`src/rtl/pkg_ili9341.sv`:
```
// Shared ILI9341 definitions: command codes, the 9-bit {dc, byte} word,
// decoder states, decoder reset values and the panel init command table.
package pkg_ili9341;

  localparam logic [7:0] CMD_SWRESET = 8'h01;
  localparam logic [7:0] CMD_SLPIN   = 8'h10;
  localparam logic [7:0] CMD_SLPOUT  = 8'h11;
  localparam logic [7:0] CMD_DISPOFF = 8'h28;
  localparam logic [7:0] CMD_DISPON  = 8'h29;
  localparam logic [7:0] CMD_CASET   = 8'h2A;
  localparam logic [7:0] CMD_PASET   = 8'h2B;
  localparam logic [7:0] CMD_RAMWR   = 8'h2C;
  localparam logic [7:0] CMD_MADCTL  = 8'h36;
  localparam logic [7:0] CMD_COLMOD  = 8'h3A;

  // Bit 8 is D/C (0 = command, 1 = parameter/data), bits 7:0 the byte.
  typedef logic [8:0] lcd_word_t;

  typedef enum logic [1:0] {
    DEC_IDLE  = 2'd0,
    DEC_CMD   = 2'd1,
    DEC_PARAM = 2'd2,
    DEC_PIXEL = 2'd3
  } dec_state_e;

  localparam logic [7:0]  RST_MADCTL     = 8'h00;
  localparam logic [7:0]  RST_COLMOD     = 8'h66;
  localparam logic [15:0] RST_COL_START  = 16'h0000;
  localparam logic [15:0] RST_COL_END    = 16'h00EF;
  localparam logic [15:0] RST_PAGE_START = 16'h0000;
  localparam logic [15:0] RST_PAGE_END   = 16'h013F;

  localparam int INI_LEN = 47;

  // Power-up sequence sent by the LCD transmitter path.
  localparam lcd_word_t ini_commands [INI_LEN] = '{
    9'h001, 9'h028,
    9'h0EF, 9'h103, 9'h180, 9'h102,
    9'h0CF, 9'h100, 9'h1C1, 9'h130,
    9'h0ED, 9'h164, 9'h103, 9'h112, 9'h181,
    9'h0E8, 9'h185, 9'h100, 9'h178,
    9'h0C0, 9'h123,
    9'h0C1, 9'h110,
    9'h0C5, 9'h13E, 9'h128,
    9'h0C7, 9'h186,
    9'h036, 9'h148,
    9'h03A, 9'h155,
    9'h0B1, 9'h100, 9'h118,
    9'h02A, 9'h100, 9'h100, 9'h100, 9'h1EF,
    9'h02B, 9'h100, 9'h100, 9'h101, 9'h13F,
    9'h011, 9'h029
  };

  function automatic lcd_word_t mk_word(input logic dc, input logic [7:0] b);
    return {dc, b};
  endfunction

endpackage

```
`src/rtl/ili9341_spi_rx.sv`:
```
// SPI mode-0 byte receiver: synchronizes SCK/CS_n/MOSI/D/C into clk,
// shifts MOSI on synchronized SCK rising edges and emits one {dc, byte}
// word per completed byte. A CS_n high discards any partial byte.
module ili9341_spi_rx
  import pkg_ili9341::*;
#(
  parameter int SYNC_STAGES = 2
) (
  input  logic      clk,
  input  logic      rst,
  input  logic      spi_sck,
  input  logic      spi_cs_n,
  input  logic      spi_mosi,
  input  logic      spi_dc,
  output logic      word_valid,
  output lcd_word_t word_data
);

  logic [SYNC_STAGES-1:0] sck_sync_q, cs_sync_q, mosi_sync_q, dc_sync_q;
  logic                   sck_s, cs_s, mosi_s, dc_s, sck_rise;

  logic       sck_prev_q;
  logic [2:0] bit_cnt_q, bit_cnt_d;
  logic [7:0] shift_q, shift_d;
  logic       byte_done_q, byte_done_d;
  logic       dc_cap_q, dc_cap_d;
  logic       word_valid_q, word_valid_d;
  lcd_word_t  word_data_q, word_data_d;

  // Pin synchronizers; CS_n idles deselected out of reset.
  always_ff @(posedge clk or posedge rst) begin
    if (rst) begin
      sck_sync_q  <= '0;
      cs_sync_q   <= '1;
      mosi_sync_q <= '0;
      dc_sync_q   <= '0;
    end else begin
      sck_sync_q  <= {sck_sync_q[SYNC_STAGES-2:0], spi_sck};
      cs_sync_q   <= {cs_sync_q[SYNC_STAGES-2:0], spi_cs_n};
      mosi_sync_q <= {mosi_sync_q[SYNC_STAGES-2:0], spi_mosi};
      dc_sync_q   <= {dc_sync_q[SYNC_STAGES-2:0], spi_dc};
    end
  end

  assign sck_s    = sck_sync_q[SYNC_STAGES-1];
  assign cs_s     = cs_sync_q[SYNC_STAGES-1];
  assign mosi_s   = mosi_sync_q[SYNC_STAGES-1];
  assign dc_s     = dc_sync_q[SYNC_STAGES-1];
  assign sck_rise = sck_s & ~sck_prev_q;

  // Shift/count next state; the word is presented one cycle after the
  // byte completes so latency from the pin edge is SYNC_STAGES+2.
  always_comb begin
    bit_cnt_d    = bit_cnt_q;
    shift_d      = shift_q;
    byte_done_d  = 1'b0;
    dc_cap_d     = dc_cap_q;
    word_valid_d = byte_done_q;
    word_data_d  = word_data_q;
    if (cs_s) begin
      bit_cnt_d = 3'd0;
    end else if (sck_rise) begin
      shift_d   = {shift_q[6:0], mosi_s};
      bit_cnt_d = bit_cnt_q + 3'd1;
      if (bit_cnt_q == 3'd7) begin
        byte_done_d = 1'b1;
        dc_cap_d    = dc_s;
      end
    end
    if (byte_done_q) begin
      word_data_d = {dc_cap_q, shift_q};
    end
  end

  // Receiver state registers.
  always_ff @(posedge clk or posedge rst) begin
    if (rst) begin
      sck_prev_q   <= 1'b0;
      bit_cnt_q    <= 3'd0;
      shift_q      <= 8'h00;
      byte_done_q  <= 1'b0;
      dc_cap_q     <= 1'b0;
      word_valid_q <= 1'b0;
      word_data_q  <= '0;
    end else begin
      sck_prev_q   <= sck_s;
      bit_cnt_q    <= bit_cnt_d;
      shift_q      <= shift_d;
      byte_done_q  <= byte_done_d;
      dc_cap_q     <= dc_cap_d;
      word_valid_q <= word_valid_d;
      word_data_q  <= word_data_d;
    end
  end

  assign word_valid = word_valid_q;
  assign word_data  = word_data_q;

endmodule

```
`src/rtl/ili9341_cmd_decoder.sv`:
```
// ILI9341 display-side command decoder. Receives 4-wire SPI writes,
// tags bytes as {dc, byte}, decodes commands/parameters into shadow
// registers and assembles RGB565 pixels during RAMWR.
// Optional init-sequence checker: define ILI9341_DEC_CHECK_EN.
// Handshake: every *_valid output is a single-cycle pulse with no
// back-pressure; the accompanying data is valid in that cycle and held
// until the next pulse of the same kind.
module ili9341_cmd_decoder
  import pkg_ili9341::*;
#(
  parameter int SYNC_STAGES = 2,
  parameter int PIXEL_W     = 16
) (
  input  logic               clk,
  input  logic               rst,
  input  logic               spi_sck,
  input  logic               spi_cs_n,
  input  logic               spi_mosi,
  input  logic               spi_dc,
  output logic               word_valid,
  output logic [8:0]         word_data,
  output logic               cmd_valid,
  output logic [7:0]         cmd_code,
  output logic               param_valid,
  output logic [3:0]         param_idx,
  output logic [7:0]         param_data,
  output logic               pixel_valid,
  output logic [PIXEL_W-1:0] pixel_data,
  output logic               sleep_out,
  output logic               disp_on,
  output logic [7:0]         madctl,
  output logic [7:0]         colmod,
  output logic [15:0]        col_start,
  output logic [15:0]        col_end,
  output logic [15:0]        page_start,
  output logic [15:0]        page_end
`ifdef ILI9341_DEC_CHECK_EN
  ,
  output logic               seq_err,
  output logic               seq_done
`endif
);

  logic      w_valid;
  lcd_word_t w_data;
  logic      w_dc;
  logic [7:0] w_byte;

  ili9341_spi_rx #(.SYNC_STAGES(SYNC_STAGES)) u_rx (
    .clk        (clk),
    .rst        (rst),
    .spi_sck    (spi_sck),
    .spi_cs_n   (spi_cs_n),
    .spi_mosi   (spi_mosi),
    .spi_dc     (spi_dc),
    .word_valid (w_valid),
    .word_data  (w_data)
  );

  assign word_valid = w_valid;
  assign word_data  = w_data;
  assign w_dc       = w_data[8];
  assign w_byte     = w_data[7:0];

  dec_state_e  state_q, state_d;
  logic        cmd_valid_q, cmd_valid_d;
  logic [7:0]  cmd_code_q, cmd_code_d;
  logic        param_valid_q, param_valid_d;
  logic [3:0]  param_idx_q, param_idx_d;
  logic [3:0]  pcnt_q, pcnt_d;        // parameters seen since the command
  logic [7:0]  param_data_q, param_data_d;
  logic        pixel_valid_q, pixel_valid_d;
  logic [15:0] pixel_data_q, pixel_data_d;
  logic        pix_phase_q, pix_phase_d; // 1 = high byte staged
  logic [7:0]  pix_hi_q, pix_hi_d;
  logic        sleep_q, sleep_d;
  logic        disp_q, disp_d;
  logic [7:0]  madctl_q, madctl_d;
  logic [7:0]  colmod_q, colmod_d;
  logic [15:0] col_start_q, col_start_d, col_end_q, col_end_d;
  logic [15:0] page_start_q, page_start_d, page_end_q, page_end_d;
  logic [23:0] win_stage_q, win_stage_d; // SC_hi, SC_lo, EC_hi

  // Decoder FSM: next state, pulses and register updates per received word.
  always_comb begin
    state_d       = state_q;
    cmd_valid_d   = 1'b0;
    cmd_code_d    = cmd_code_q;
    param_valid_d = 1'b0;
    param_idx_d   = param_idx_q;
    pcnt_d        = pcnt_q;
    param_data_d  = param_data_q;
    pixel_valid_d = 1'b0;
    pixel_data_d  = pixel_data_q;
    pix_phase_d   = pix_phase_q;
    pix_hi_d      = pix_hi_q;
    sleep_d       = sleep_q;
    disp_d        = disp_q;
    madctl_d      = madctl_q;
    colmod_d      = colmod_q;
    col_start_d   = col_start_q;
    col_end_d     = col_end_q;
    page_start_d  = page_start_q;
    page_end_d    = page_end_q;
    win_stage_d   = win_stage_q;

    if (w_valid) begin
      if (!w_dc) begin
        state_d     = DEC_CMD;
        cmd_valid_d = 1'b1;
        cmd_code_d  = w_byte;
        param_idx_d = 4'd0;
        pcnt_d      = 4'd0;
        pix_phase_d = 1'b0;
        case (w_byte)
          CMD_SWRESET: begin
            sleep_d      = 1'b0;
            disp_d       = 1'b0;
            madctl_d     = RST_MADCTL;
            colmod_d     = RST_COLMOD;
            col_start_d  = RST_COL_START;
            col_end_d    = RST_COL_END;
            page_start_d = RST_PAGE_START;
            page_end_d   = RST_PAGE_END;
            win_stage_d  = '0;
          end
          CMD_SLPIN:   sleep_d = 1'b0;
          CMD_SLPOUT:  sleep_d = 1'b1;
          CMD_DISPOFF: disp_d  = 1'b0;
          CMD_DISPON:  disp_d  = 1'b1;
          CMD_RAMWR:   state_d = DEC_PIXEL;
          default: ;
        endcase
      end else begin
        case (state_q)
          DEC_CMD, DEC_PARAM: begin
            state_d       = DEC_PARAM;
            param_valid_d = 1'b1;
            param_data_d  = w_byte;
            param_idx_d   = pcnt_q;
            if (pcnt_q != 4'hF) begin
              pcnt_d = pcnt_q + 4'd1;
            end
            if (cmd_code_q == CMD_MADCTL && pcnt_q == 4'd0) begin
              madctl_d = w_byte;
            end
            if (cmd_code_q == CMD_COLMOD && pcnt_q == 4'd0) begin
              colmod_d = w_byte;
            end
            if (cmd_code_q == CMD_CASET || cmd_code_q == CMD_PASET) begin
              case (pcnt_q)
                4'd0: win_stage_d[23:16] = w_byte;
                4'd1: win_stage_d[15:8]  = w_byte;
                4'd2: win_stage_d[7:0]   = w_byte;
                4'd3: begin
                  if (cmd_code_q == CMD_CASET) begin
                    col_start_d = win_stage_q[23:8];
                    col_end_d   = {win_stage_q[7:0], w_byte};
                  end else begin
                    page_start_d = win_stage_q[23:8];
                    page_end_d   = {win_stage_q[7:0], w_byte};
                  end
                end
                default: ;
              endcase
            end
          end
          DEC_PIXEL: begin
            if (!pix_phase_q) begin
              pix_hi_d    = w_byte;
              pix_phase_d = 1'b1;
            end else begin
              pixel_valid_d = 1'b1;
              pixel_data_d  = {pix_hi_q, w_byte};
              pix_phase_d   = 1'b0;
            end
          end
          default: ; // IDLE: data with no preceding command is dropped
        endcase
      end
    end
  end

  // Decoder state and shadow registers.
  always_ff @(posedge clk or posedge rst) begin
    if (rst) begin
      state_q       <= DEC_IDLE;
      cmd_valid_q   <= 1'b0;
      cmd_code_q    <= 8'h00;
      param_valid_q <= 1'b0;
      param_idx_q   <= 4'd0;
      pcnt_q        <= 4'd0;
      param_data_q  <= 8'h00;
      pixel_valid_q <= 1'b0;
      pixel_data_q  <= 16'h0000;
      pix_phase_q   <= 1'b0;
      pix_hi_q      <= 8'h00;
      sleep_q       <= 1'b0;
      disp_q        <= 1'b0;
      madctl_q      <= RST_MADCTL;
      colmod_q      <= RST_COLMOD;
      col_start_q   <= RST_COL_START;
      col_end_q     <= RST_COL_END;
      page_start_q  <= RST_PAGE_START;
      page_end_q    <= RST_PAGE_END;
      win_stage_q   <= '0;
    end else begin
      state_q       <= state_d;
      cmd_valid_q   <= cmd_valid_d;
      cmd_code_q    <= cmd_code_d;
      param_valid_q <= param_valid_d;
      param_idx_q   <= param_idx_d;
      pcnt_q        <= pcnt_d;
      param_data_q  <= param_data_d;
      pixel_valid_q <= pixel_valid_d;
      pixel_data_q  <= pixel_data_d;
      pix_phase_q   <= pix_phase_d;
      pix_hi_q      <= pix_hi_d;
      sleep_q       <= sleep_d;
      disp_q        <= disp_d;
      madctl_q      <= madctl_d;
      colmod_q      <= colmod_d;
      col_start_q   <= col_start_d;
      col_end_q     <= col_end_d;
      page_start_q  <= page_start_d;
      page_end_q    <= page_end_d;
      win_stage_q   <= win_stage_d;
    end
  end

  assign cmd_valid   = cmd_valid_q;
  assign cmd_code    = cmd_code_q;
  assign param_valid = param_valid_q;
  assign param_idx   = param_idx_q;
  assign param_data  = param_data_q;
  assign pixel_valid = pixel_valid_q;
  assign pixel_data  = pixel_data_q;
  assign sleep_out   = sleep_q;
  assign disp_on     = disp_q;
  assign madctl      = madctl_q;
  assign colmod      = colmod_q;
  assign col_start   = col_start_q;
  assign col_end     = col_end_q;
  assign page_start  = page_start_q;
  assign page_end    = page_end_q;

`ifdef ILI9341_DEC_CHECK_EN
  logic [5:0] seq_idx_q, seq_idx_d;
  logic       seq_err_q, seq_err_d;
  logic       seq_done_q, seq_done_d;

  // Walk the init table word by word; stop at the first verdict.
  always_comb begin
    seq_idx_d  = seq_idx_q;
    seq_err_d  = seq_err_q;
    seq_done_d = seq_done_q;
    if (w_valid && !seq_err_q && !seq_done_q) begin
      if (w_data != ini_commands[seq_idx_q]) begin
        seq_err_d = 1'b1;
      end else if (seq_idx_q == 6'(INI_LEN - 1)) begin
        seq_done_d = 1'b1;
      end else begin
        seq_idx_d = seq_idx_q + 6'd1;
      end
    end
  end

  // Sequence checker flags; only rst clears them.
  always_ff @(posedge clk or posedge rst) begin
    if (rst) begin
      seq_idx_q  <= 6'd0;
      seq_err_q  <= 1'b0;
      seq_done_q <= 1'b0;
    end else begin
      seq_idx_q  <= seq_idx_d;
      seq_err_q  <= seq_err_d;
      seq_done_q <= seq_done_d;
    end
  end

  assign seq_err  = seq_err_q;
  assign seq_done = seq_done_q;
`endif

endmodule

```
`config.mk`:
```
export PLATFORM = sky130hd
export DESIGN_NAME = ili9341_cmd_decoder
export DESIGN_NICKNAME = d
export VERILOG_FILES = /design/src/rtl/pkg_ili9341.sv /design/src/rtl/ili9341_spi_rx.sv /design/src/rtl/ili9341_cmd_decoder.sv
export SDC_FILE = /design/constraint.sdc
export NUM_CORES = 1
export LEC_CHECK = 0
export BUFFER_PORTS_ARGS = -buffer_cell sky130_fd_sc_hd__buf_4
export CORE_ASPECT_RATIO = 0.7
export CORE_UTILIZATION = 60
export CTS_CLUSTER_SIZE = 24
export DETAILED_ROUTE_END_ITERATION = 6
export PLACE_DENSITY = 0.85
export SLEW_MARGIN = 20
export SYNTH_ARGS = -nofsm -noshare
export SYNTH_HDL_FRONTEND = slang
export SYNTH_SLANG_ARGS = --single-unit
```
`constraint.sdc`:
```
create_clock -name clk -period 11.1 [get_ports clk]
set_input_delay 2.22 -clock clk [delete_from_list [all_inputs] [get_ports clk]]
set_output_delay 2.22 -clock clk [all_outputs]
set_load 0.02 [all_outputs]
```
# Yosys cells after proc, flatten, opt, wreduce, memory -nomap -nowiden
# Index checks and enable logic that the tools add are counted.
[word_totals]
reg_bits = 192
inputBits = 6
output_inout_bits = 131
wordCells = 164
[classes]
addsub = 2
n_eq_ne = 30
mux = 65
bitwise_logic = 5
n_reduce_logical = 29
[op_table]
columns = ["op", "n"]
rows = [
  ["$mux 16", 23],
  ["$mux 24", 4],
  ["$mux 8", 11],
  ["$eq 8x6->1 const B", 7],
  ["$ne 2x2->1 const B", 12],
  ["$mux 4", 5],
  ["$eq 8x5->1 const B", 2],
  ["$reduce_and 4->1", 4],
  ["$mux 1", 15],
  ["$reduce_and 3->1", 5],
  ["$reduce_and 5->1", 3],
  ["$reduce_and 6->1", 2],
  ["$eq 4x2->1 const B", 2],
  ["$eq 8x1->1 const B", 1],
  ["$reduce_and 2->1", 4],
  ["$reduce_bool 2->1", 4],
  ["$mux 2", 3],
  ["$mux 3", 2],
  ["$reduce_or 2->1", 3],
  ["$add 4x1->4 const B", 1],
  ["$eq 2x2->1 const B", 2],
  ["$eq 4x1->1 const B", 1],
  ["$logic_not 4->1", 1],
  ["$ne 4x4->1 const B", 1],
  ["other kinds (8)", 13],
]

# Longest topological paths before layout
[logic_depth]
word_depth = 6
depth_mapped = 8
ltp_nobuf = 7

# By module
# From an unflattened synthesis, not the netlist that was laid out.
[hier_totals]
hier_cells = 608
hier_area_um2 = 7990.2
[by_module_without_submodules]
columns = ["mod", "n_inst", "cells_per_inst", "area_per_inst_um2", "seq_area_each_um2"]
rows = [
  ["ili9341_cmd_decoder", 1, 543, 6820.3, 4026.4],
  ["ili9341_spi_rx", 1, 65, 1169.9, 803.3],
]

# Least setup slack after synthesis
# OpenSTA, ideal clock, no wires.
[synth_path]
kind = "register to output"
startpoint = "register colmod_q[1] (netlist: colmod[1])"
endpoint = "output port colmod[1]"
arrival_ns = 0.563
required_ns = 8.880
slack_ns = 8.317
stages_incl_launch_ff = 1
n_path_buf = 0
path_cell_list = "dfstp_2"
[synth_rtl]
columns = ["element", "line_no", "rtl"]
rows = [
  ["start: declaration", "ili9341_cmd_decoder.sv:79", "logic [7:0] colmod_q, colmod_d;"],
  ["start signal: assignment", "ili9341_cmd_decoder.sv:222", "colmod_q <= colmod_d;"],
  ["end: declaration", "ili9341_cmd_decoder.sv:32", "output logic [7:0] colmod,"],
]
# No word-level cell between the ends.

# Worst setup path after layout
[layout_path]
startpoint = "register u_rx.word_data_q[8] (netlist: u_rx.word_data[8])"
endpoint = "output port word_data[8]"
[layout_rtl]
columns = ["element", "line_no", "rtl"]
rows = [
  ["start: declaration", "ili9341_spi_rx.sv:28", "lcd_word_t word_data_q, word_data_d;"],
  ["start signal: assignment", "ili9341_spi_rx.sv:92", "word_data_q <= word_data_d;"],
  ["end: declaration", "ili9341_cmd_decoder.sv:21", "output logic [8:0] word_data,"],
]
# No word-level cell between the ends.

==> summary.txt <==
Layout
  – Layout Area Growth over Synthesis: 21.7%
  – Design area: about 9500 sq um
  – Most common cell after layout, fill and taps aside: dfrtp_1
  – ANT cells: 0
  – Fillers: roughly 790
  – Final #Nets: 744
  – Layout cell share with drive strength beyond 1: around two fifths
  – Finished Layout Cells: between 900 and 1000
  – Most frequent cells in the layout: dfrtp_1, buf_4, nand2_1
  – Fin util: between 70% and 80%

Yosys
  – Async S/R FF share, synth: 100%
  – Mapped Avg Cell Area: roughly 13 sq um
  – Synth warn: 0
  – Netlist cell types: 52
  – Synth Flop Type: dfrtp_1
  – Post-synthesis sequential area ratio: 61.7%
  – Post-synthesis cell area: 7830 sq um
  – Synth top area cells: dfrtp_1, mux2_2, dfstp_2
  – Cell taking the most area after synthesis: dfrtp_1
  – Number of flops mapped to enable cells by yosys: 0
  – Yosys top cell area share: 55.0%
  – Mapped Cells: about 600
  – Syn nets: ~620
  – FF+latch count, synth: between 150 and 200

Critical path
  – CP peak stage delay: ~0.96 ns
  – Worst EP required: between 8 and 9 ns
  – CP bufs+invs: 1
  – Reg2Reg Depth: 5
  – Crit-path max FO: between 50 and 60
  – Worst path depth: 1
  – CP max stage cell: dfrtp_2
  – Crit-path cells: buf_4
  – Kind of critical path: reg2out
  – WP data arrival: ~1.7 ns
  – Crit-path leading delay family: flip-flops
  – Crit. End Element: output port
  – CP startpoint kind: flop

Clock network
  – CTS tree: built
  – Root Buffer Master: clkbuf_16
  – # clock sinks: about 190
  – Clock tree buffer depth: 2
  – Postcts setup bufs: 0
  – Post-cts resize count: 0
  – Clock latency on the worst-skew pair: roughly 0.43 ns
  – Post-CTS Hold Fix Bufs: 0
  – H-tree depth: 4
  – Inserted Clock Buffers: 17
  – CTS clk-pin slew, worst paths: 0.07 ns

Routing
  – Via Count: 5244
  – TritonRoute pass-1 iters: 7
  – Final wirelength: 17800 um
  – DR WL/cell: slightly below 20 um
  – Drt via density: about 5.8
  – DR DRC count: 13
  – 1st-iter DRT viols: about 410
  – Routed Antenna Nets: 0

Place
  – Placer congestion estimate: a little over 0.8
  – Area post-placement: just under 9000 sq um
  – DP Cell Count: 874
  – DP Wirelength: around 12000 um
  – PortBufs: 136

STA
  – Post-route clock skew: about 0.013 ns
  – Fin. max-slew vios: 0
  – Hold Vio Cnt, Final: 0
  – Final min period: 3.89 ns
  – Period utilisation layout: between 30% and 40%
  – Fin Setup TNS: 0 ns
  – Relative slew margins: a little over a third
  – Final setup violation count: 0
  – RSZ-0062 raised after global routing: false
  – Actual slew at the worst max-slew pin: between 0.9 and 1 ns
  – Peak Freq: 257 MHz

Floorplan
  – Row count: 34
  – Width of the die: about 140 um
  – Core area: about 13000 sq um
  – Initial Utilization: between 60 and 70%
  – DIE HEIGHT: a little under 100 um
  – Die ar.: approximately 14000 sq um
  – I/O pin cnt: around 140

Outcome
  – Failing checks: DRC
  – Status: complete, but fails checks

Pwr
  – Worst VDD drop: 0.115 mV
  – Leakage: between 5 and 6 nW
  – PD cells: approximately 140 nW/um^2

GRT
  – Grt ovf: 0
  – Largest net degree at the start of global routing: 137
  – Initial antenna violation count: 0
  – Overall routing resource usage: between 20% and 30%
  – First-pass GRT wire length: between 20000 and 30000 um
  – Vias in the first global route: approximately 5400

Hold path
  – Hold depth: 0
  – Hold crit path type: reg2reg

Job
  – MaxCap Viol Count: 0
==> registers in the layout, indices dropped and copies added, names as in the netlist, 9 cells and up <==
| register | flops |
|---|---|
| col_end | 16 |
| col_start | 16 |
| page_end | 16 |
| page_start | 16 |
| pixel_data | 16 |
| u_rx.word_data | 9 |
| win_stage_q | 24 |
==> layout make-up <==
cell class / instances / area, sq um / share of cell area [%]
Sequential cell: 192 / 4830 / 50.7
Multi-Input combinational cell: 368 / 2800 / 29.4
Timing Repair Buffer: 138 / 1040 / 10.9
Clock buffer: 20 / 437 / 4.58
Tap cell: 162 / 203 / 2.13
Clock inverter: 12 / 161 / 1.69
Inverter: 14 / 60.1 / 0.630
==> per-layer routing <==
metal  wire (um)  vias to the layer above  global-route usage, %  part of all wire, %
li1            -                     2302                      -                    -
met1        7870                     2702                   39.3                   44
met3        1200                       23                   6.65                  6.7
met2        8480                      217                   43.2                   48
met5           0                        -                      0                    0
met4         289                        0                   9.16                  1.6
==> cells by family after synthesis <==
| family | after synthesis | synth area share, % |
|---|---|---|
| buffers and inverters | 42 | 2.76 |
| AOI/OAI and AO/OA | 58 | 4.84 |
| DFF | 192 | 61.7 |
| muxes | 111 | 17.1 |
| and+or+nand+nor | 190 | 12.2 |
| adders and majority gates | 7 | 1.12 |
| xor gates and xnor gates | 2 | 0.224 |
==> Yosys cell counts (3+ instances only) <==
master	instances
dfrtp_1	172
nand2_1	103
mux2_2	80
and2_1	26
mux2_4	26
o21ai_0	23
dfstp_2	20
clkbuf_1	16
nor2_1	15
inv_1	14
a22o_1	11
a21oi_1	9
ha_1	7
nand3_1	7
and2_2	5
a21o_1	4
a2bb2oi_1	4
buf_2	4
mux2i_1	4
nand2b_1	4
nand4_1	4
and3_1	3
nor3_1	3
nor3_4	3
==> through the flow <==
step                setup WS (ns)  hold slack (ns)  power, mW
floorplan                    3.69            0.331      0.755
global placement             7.39            0.332      0.763
detailed placement           7.34            0.336      0.766
CTS                          7.22            0.351       1.38
global route                 7.14            0.361       1.42
finish                       7.21            0.349       1.38
==> where the power goes <==
group          switching, mW  internal (mW)
clock network          0.266          0.358
logic                 0.0179         0.0114
registers             0.0107          0.714
==> final timing paths <==
| path | start | end | slack [ns] |
|---|---|---|---|
| hold reg to reg | u_rx.sck_sync_q[0] | u_rx.sck_sync_q[1] | 0.35 |
| min in group asynchronous | rst | page_start[3] | 2.00 |
| max in group asynchronous | rst | colmod[0] | 7.81 |
| hold / removal | u_rx.sck_sync_q[0] | u_rx.sck_sync_q[1] | 0.35 |
| setup reg to reg | u_rx.word_data[8] | page_start[7] | 7.80 |
| setup / recovery | u_rx.word_data[8] | word_data[8] | 7.21 |
No activity file was read; power rests on OpenSTA's default activity.
